### src/rtl/fp32_pkg.sv
// Shared binary32 field widths, special-value constants, operand classes and
// the records carried between the adder pipeline stages.
package fp32_pkg;
   localparam int EXP_W    = 8;
   localparam int MAN_W    = 23;
   localparam int EXP_BIAS = 127;
   localparam int EXP_MAX  = 255;

   localparam logic [31:0] QNAN    = 32'h7FC00000;
   localparam logic [31:0] POS_INF = 32'h7F800000;
   localparam logic [31:0] NEG_INF = 32'hFF800000;

   typedef enum logic [1:0] {CLS_ZERO, CLS_NORM, CLS_INF, CLS_NAN} fp_class_e;

   typedef struct packed {
      logic             special;
      logic [31:0]      special_val;
      logic             sign;
      logic [EXP_W-1:0] exp_l;
      logic [MAN_W:0]   man_l;
      logic [MAN_W:0]   man_s;
      logic [EXP_W-1:0] diff;
      logic             eff_sub;
   } s1_t;

   typedef struct packed {
      logic             special;
      logic [31:0]      special_val;
      logic             sign;
      logic [EXP_W-1:0] exp_l;
      logic [27:0]      sum;
   } s2_t;

   // Subnormals (exponent 0) classify as zero: the adder flushes them.
   function automatic fp_class_e fp_classify(input logic [30:0] x);
      if (x[30:23] == '0) return CLS_ZERO;
      if (x[30:23] != '1) return CLS_NORM;
      return (x[22:0] == '0) ? CLS_INF : CLS_NAN;
   endfunction
endpackage

### src/rtl/fp_add_pipe_if.sv
// Operand/result bundle of the pipelined binary32 adder.
interface fp_add_pipe_if;
   logic [31:0] a;
   logic [31:0] b;
   logic [31:0] q;

   modport master (output a, output b, input q);
   modport slave  (input a, input b, output q);
endinterface

### src/rtl/fp_lzc28.sv
// Leading-zero count of the 28-bit mantissa sum; all-zero input reports 28.
module fp_lzc28 (
   input  logic [27:0] i_val,
   output logic [4:0]  o_cnt
);
   always_comb begin
      o_cnt = 5'd28;
      for (int i = 0; i < 28; i++) begin
         if (i_val[i]) o_cnt = 5'(27 - i);
      end
   end
endmodule

### src/rtl/fp_add_pipe.sv
// Fully pipelined binary32 adder: input register, unpack/compare, align/add,
// normalise/round/pack. Operands sampled at edge N appear on q at edge N+3.
module fp_add_pipe
   import fp32_pkg::*;
(
   input  logic         clk,
   input  logic         reset,
   fp_add_pipe_if.slave io
);
   logic [31:0] r_a, r_b, r_q;
   s1_t         r_s1, w_s1;
   s2_t         r_s2, w_s2;
   logic [31:0] w_q;

   fp_class_e   w_cls_a, w_cls_b;
   logic        w_swap;
   logic [31:0] w_l, w_s;

   always_comb begin
      w_cls_a = fp_classify(r_a[30:0]);
      w_cls_b = fp_classify(r_b[30:0]);
      w_swap  = r_b[30:0] > r_a[30:0];
      w_l     = w_swap ? r_b : r_a;
      w_s     = w_swap ? r_a : r_b;

      w_s1             = '0;
      w_s1.sign        = w_l[31];
      w_s1.exp_l       = w_l[30:23];
      w_s1.man_l       = {1'b1, w_l[22:0]};
      w_s1.man_s       = {1'b1, w_s[22:0]};
      w_s1.diff        = w_l[30:23] - w_s[30:23];
      w_s1.eff_sub     = r_a[31] ^ r_b[31];
      w_s1.special     = 1'b1;
      // Special results are resolved here and ride the pipe so latency is uniform.
      if (w_cls_a == CLS_NAN || w_cls_b == CLS_NAN)
         w_s1.special_val = QNAN;
      else if (w_cls_a == CLS_INF && w_cls_b == CLS_INF)
         w_s1.special_val = (r_a[31] ^ r_b[31]) ? QNAN : r_a;
      else if (w_cls_a == CLS_INF)
         w_s1.special_val = r_a;
      else if (w_cls_b == CLS_INF)
         w_s1.special_val = r_b;
      else if (w_cls_a == CLS_ZERO && w_cls_b == CLS_ZERO)
         w_s1.special_val = {r_a[31] & r_b[31], 31'b0};
      else if (w_cls_a == CLS_ZERO)
         w_s1.special_val = r_b;
      else if (w_cls_b == CLS_ZERO)
         w_s1.special_val = r_a;
      else
         w_s1.special = 1'b0;
   end

   logic [53:0] w_wide;
   logic [26:0] w_al;

   always_comb begin
      w_wide = {r_s1.man_s, 30'b0} >> r_s1.diff;
      w_al   = {w_wide[53:28], w_wide[27] | (|w_wide[26:0])};
      if (r_s1.diff >= 8'd27) w_al = 27'd1;

      w_s2             = '0;
      w_s2.special     = r_s1.special;
      w_s2.special_val = r_s1.special_val;
      w_s2.sign        = r_s1.sign;
      w_s2.exp_l       = r_s1.exp_l;
      w_s2.sum         = r_s1.eff_sub ? ({1'b0, r_s1.man_l, 3'b0} - {1'b0, w_al})
                                      : ({1'b0, r_s1.man_l, 3'b0} + {1'b0, w_al});
   end

   logic [4:0]        w_lzc;
   logic [27:0]       w_shl;
   logic [26:0]       w_norm;
   logic signed [9:0] w_exp, w_exp_r;
   logic              w_up;
   logic [24:0]       w_rnd;
   logic [22:0]       w_man;

   fp_lzc28 u_lzc (.i_val(r_s2.sum), .o_cnt(w_lzc));

   always_comb begin
      w_shl = r_s2.sum << (w_lzc - 5'd1);
      if (r_s2.sum[27]) begin
         w_norm = {r_s2.sum[27:2], r_s2.sum[1] | r_s2.sum[0]};
         w_exp  = $signed({2'b00, r_s2.exp_l}) + 10'sd1;
      end else begin
         w_norm = w_shl[26:0];
         w_exp  = $signed({2'b00, r_s2.exp_l}) - $signed({5'b0, w_lzc}) + 10'sd1;
      end
      // Round to nearest, ties to even, on guard/round/sticky.
      w_up    = w_norm[2] & (w_norm[1] | w_norm[0] | w_norm[3]);
      w_rnd   = {1'b0, w_norm[26:3]} + {24'b0, w_up};
      w_man   = w_rnd[24] ? w_rnd[23:1] : w_rnd[22:0];
      w_exp_r = w_rnd[24] ? (w_exp + 10'sd1) : w_exp;

      if (r_s2.special)
         w_q = r_s2.special_val;
      else if (r_s2.sum == '0)
         w_q = 32'h0;
      else if (w_exp_r >= 10'(EXP_MAX))
         w_q = r_s2.sign ? NEG_INF : POS_INF;
      else if (w_exp_r <= 10'sd0)
         w_q = {r_s2.sign, 31'b0};
      else
         w_q = {r_s2.sign, w_exp_r[7:0], w_man};
   end

   always_ff @(posedge clk) begin
      if (reset) begin
         r_a  <= '0;
         r_b  <= '0;
         r_s1 <= '0;
         r_s2 <= '0;
         r_q  <= '0;
      end else begin
         r_a  <= io.a;
         r_b  <= io.b;
         r_s1 <= w_s1;
         r_s2 <= w_s2;
         r_q  <= w_q;
      end
   end

   assign io.q = r_q;
endmodule

### src/flat_wrapper.sv
// flat-port wrapper written by rule: the top's interface ports become plain ports
module fp_add_pipe_flat import fp32_pkg::*;
  (clk, reset, io_a, io_b, io_q);
  fp_add_pipe_if io_i ();
  input  logic clk;
  input  logic reset;
  input wire logic [$bits(io_i.a)-1:0] io_a;
  input wire logic [$bits(io_i.b)-1:0] io_b;
  output wire logic [$bits(io_i.q)-1:0] io_q;
  assign io_i.a = io_a;
  assign io_i.b = io_b;
  assign io_q = io_i.q;
  fp_add_pipe u_core (.clk(clk), .reset(reset), .io(io_i));
endmodule
### config.mk
export PLATFORM = sky130hd
export DESIGN_NAME = fp_add_pipe_flat
export DESIGN_NICKNAME = d
export VERILOG_FILES = /design/src/rtl/fp32_pkg.sv /design/src/rtl/fp_add_pipe_if.sv /design/src/rtl/fp_lzc28.sv /design/src/rtl/fp_add_pipe.sv /design/src/flat_wrapper.sv
export SDC_FILE = /design/constraint.sdc
export NUM_CORES = 1
export LEC_CHECK = 0
export BUFFER_PORTS_ARGS = -buffer_cell sky130_fd_sc_hd__buf_2
export CORE_MARGIN = 1.5
export CORE_UTILIZATION = 45
export CTS_CLUSTER_SIZE = 40
export DETAILED_ROUTE_END_ITERATION = 8
export RECOVER_POWER = 25
export SLEW_MARGIN = 5
export SYNTH_ARGS = -nofsm -noshare
export SYNTH_HDL_FRONTEND = slang
export SYNTH_SLANG_ARGS = --single-unit
### constraint.sdc
create_clock -name clk -period 9.8 [get_ports clk]
set_clock_uncertainty 0.2 [all_clocks]
set_input_delay 0.49 -clock clk [delete_from_list [all_inputs] [get_ports clk]]
set_output_delay 0.49 -clock clk [all_outputs]
set_load 0.01 [all_outputs]
==> impl_metrics.ini <==
[status]
outcome = finished with violations
violations = capacitance limit, slew limit

[cells_and_area]
multi_input_area_um2 = 11360
instances_no_fill = 2842
drive_gt1_frac = 0.1114
n_fill_cell = 3741
regArea_um2 = 5286
antenna_cells = 0
area_growth_syn_to_layout_pct = 13.08
final_nets = 2465
stdcell_area_um2 = 19990

[cts]
clock_path_buffers = 3
root_buffer = clkbuf_16
cts.reportedPaths.clkPinSlew_ps = 60
post_cts_resized = 0
clk_latency_ps = 560
htree_levels = 1
cts_tree = built
cts_sinks = 264
cts_setup_buffers = 0
cts_buffers = 28

[drt]
remaining_drc_errors = 0
via_count = 16890
met2_length_um = 28250
wl_per_cell_um = 21.47
drt_iter0_markers = 1654
wl_met3_um = 3401
wl_um = 61030
vias_per_cell = 5.943
drt-met1-wl_um = 26840
top_layer = met4
drtPass1Iterations = 6
antenna_left = 0

[yosys]
yosysWarningCount = 0
synth_cell_types = 98
async_flop_share = 0
synth_seq_cells = 264
netlist_instances = 2231
synth_flop_cell = dfxtp_1
synth.avg_cell_area_um2 = 7.923
syn_area_um2 = 17680
synth_edf_count = 0
ys_seq_area_frac = 0.2990
postSynthNetCount = 2394

[floorplanning]
pin_count = 98
num_rows = 72
die_w_um = 201.2
start_util = 0.4563
dieArea_um2 = 40480
core_region_area_um2 = 38740
die_h_um = 201.2

[power]
pwr-share-clk = 0.188
leakage_nw = 8.108
power.internal_mw = 3.016
p_per_area_nw_per_um2 = 293.2
comb_power_share = 0.590
switching_share = 0.4853
p_seq_frac = 0.223
p_switching_mw = 2.844
max-vdd-ir-drop_uv = 147.1

[worst_setup_path]
crit_fanout = 42
setup.worst_path.start_class = flop
worst-r2r-setup-slack_ps = 1870
worstSetupPathType = flop to flop
crit_required_ps = 10000
arrival_ps = 8130
cp-end-kind = flop
rr_worst_depth = 25
cp-startpoint = u_core.r_s2[27]
r2r-start = u_core.r_s2[27]
r2r-end = u_core.io.q[0]

[placement]
place_area_um2 = 18390
dp_cells = 2727
hpwl_um = 46050
io_buffers = 97
gp_congestion = 0.9930
pre_cts_ws_ps = 1985

[global_routing]
antenna_found_initial = 0
grt_util_all_layers = 0.2925
grt_pass1_vias = 15910
grt_pass1_wl_um = 93870
grt_max_degree = 89
overflow = 0

[sta]
setup_viol = 0
fin_crit_ps = 7930
fmax_ghz = 0.1261
finalCritPeriodShare = 0.8092
setup_slack_ps = 1870
drv_slew = 221
final_hold_viol_count = 0
tightest_slew_ps = 3464
fin_setup_tns_ps = 0
slew_headroom = -1.309
rsz0062_at_grt = no

[min_path]
holdPathEnd = u_core.r_b[0]
min_path_cells = 2
holdCritStartpoint = io_b[0]
hold_class = primary input to flop

[job]
max-cap-violations = 3
[cell usage in the layout (no fill, tap or decap), types with 64 or more instances in the layout]
master   netlist  routed
nand3_1       64      64
a21oi_1      167     166
buf_2         19      95
o21ai_0       88      88
dfxtp_1      264     263
nand2_1      209     209
inv_1        113     113
ha_1          95      95
nor2_1       229     228
nor2b_1      132     131
[state kept, by name, indices dropped and copies added (netlist names)]
register,cells
u_core.r_s1,98
u_core.io.q,32
u_core.r_b,32
u_core.r_s2,70
u_core.r_a,32
[cell families after synthesis]
kind of cell / after synthesis / synth area share
flip-flops: 264 / 0.2990
AO/OA/AOI/OAI: 592 / 0.2265
multiplexers: 94 / 0.06944
buffers and inverters: 258 / 0.05917
adder cells (fa/ha/maj): 97 / 0.06951
AND/OR/NAND/NOR: 859 / 0.2417
XOR/XNOR: 67 / 0.03468
[critical path, stage by stage, from the launching register on]
cell and delay [ps]:
dfxtp_1 310, buf_4 380, inv_1 400, o21ai_1 400
and2_0 410, a31o_2 340, ha_1 220, nand2_1 50
o21ai_1 220, nand3_1 380, nor3_1 290, buf_4 220
a32o_1 220, or2_2 140, a41oi_1 110, nor3_1 200
ha_1 250, ha_1 210, o211ai_1 150, a311oi_2 360
and3_2 330, nand3_1 170, or4_1 550, o2bb2ai_1 200
nor2_2 870, o41ai_1 190
[power groups by stage]
stage | clock, mW | sequential (mW) | combinational (mW)
2_1_floorplan | 0 | 1.25 | 2.43
3_3_place_gp | 0 | 1.32 | 3.39
3_5_place_dp | 0 | 1.32 | 3.35
4_1_cts | 1.12 | 1.30 | 3.39
5_1_grt | 1.17 | 1.31 | 3.70
6_report | 1.10 | 1.30 | 3.46
[stage by stage]
| step | hold slack [ps] | util | total power, mW |
|---|---|---|---|
| finish | 29.57 | 0.5160 | 5.860 |
| global placement | 208.8 | 0.4748 | 4.714 |
| global route | 19.69 | 0.5160 | 6.184 |
| detailed placement | 212.2 | 0.4748 | 4.669 |
| CTS | 5.545 | 0.5163 | 5.802 |
| floorplan | 191.8 | - | 3.682 |
[layout make-up]
type / count / share of cell area
Inverter: 117 / 0.02222
Timing Repair Buffer: 182 / 0.06360
Sequential cell: 264 / 0.2645
Clock buffer: 32 / 0.03731
Tap cell: 518 / 0.03242
Clock inverter: 20 / 0.01171
Multi-Input combinational cell: 1709 / 0.5683
[worst max-delay path by stage]
| stage | to | slack, ps | cells past startpoint |
|---|---|---|---|
| 6_report | u_core.io.q[0] | 1870 | 25 |
| 5_1_grt | u_core.io.q[22] | 1110 | 25 |
| 4_1_cts | u_core.io.q[9] | 1960 | 24 |
| 3_5_place_dp | u_core.io.q[9] | 1990 | 24 |
| 3_3_place_gp | u_core.io.q[0] | 2180 | 24 |
| 2_1_floorplan | u_core.io.q[11] | 2520 | 32 |
[per-layer routing]
| layer | vias to the layer above | global-route usage |
|---|---|---|
| li1 | 8144 | - |
| met1 | 8008 | 0.3906 |
| met5 | - | 0 |
| met4 | 0 | 0.1178 |
| met2 | 622 | 0.4880 |
| met3 | 117 | 0.02462 |
[Yosys cell counts, types with 9 or more instances]
cell type / n / area (um2)
nor3b_1: 9 / 67.56
and2_1: 19 / 118.9
nor2_1: 229 / 859.6
dfxtp_1: 264 / 5285
a31oi_1: 18 / 112.6
o22ai_1: 22 / 137.6
a21o_1: 28 / 210.2
nor4_1: 26 / 162.7
a221oi_1: 14 / 122.6
xor2_1: 17 / 148.9
nand4_1: 30 / 187.7
o21a_1: 18 / 135.1
ha_1: 95 / 1189
o31ai_1: 24 / 180.2
mux4_2: 21 / 473.0
a211oi_1: 25 / 187.7
nand2b_1: 22 / 137.6
o41ai_2: 10 / 162.7
buf_2: 19 / 95.09
clkbuf_1: 100 / 375.4
xnor2_1: 48 / 420.4
nand2_1: 209 / 784.5
mux2i_1: 54 / 540.5
o21ai_0: 88 / 440.4
nor2b_1: 132 / 825.8
nor3_1: 41 / 205.2
o221ai_1: 12 / 105.1
o211ai_1: 26 / 195.2
a21oi_1: 167 / 835.8
a22oi_1: 47 / 352.8
or3_1: 11 / 68.82
mux2_2: 19 / 214.0
nand3_1: 64 / 320.3
inv_1: 113 / 424.2
buf_1: 13 / 48.80
and3_1: 17 / 106.4
[repair_timing]
| action | in CTS | in global routing |
|---|---|---|
| hold buffers | 63 | 0 |
| hold endpoints to repair | 63 | 0 |
| endpoints found under the setup margin | 0 | 0 |
Note: power is estimated with default switching activity, not from simulation.
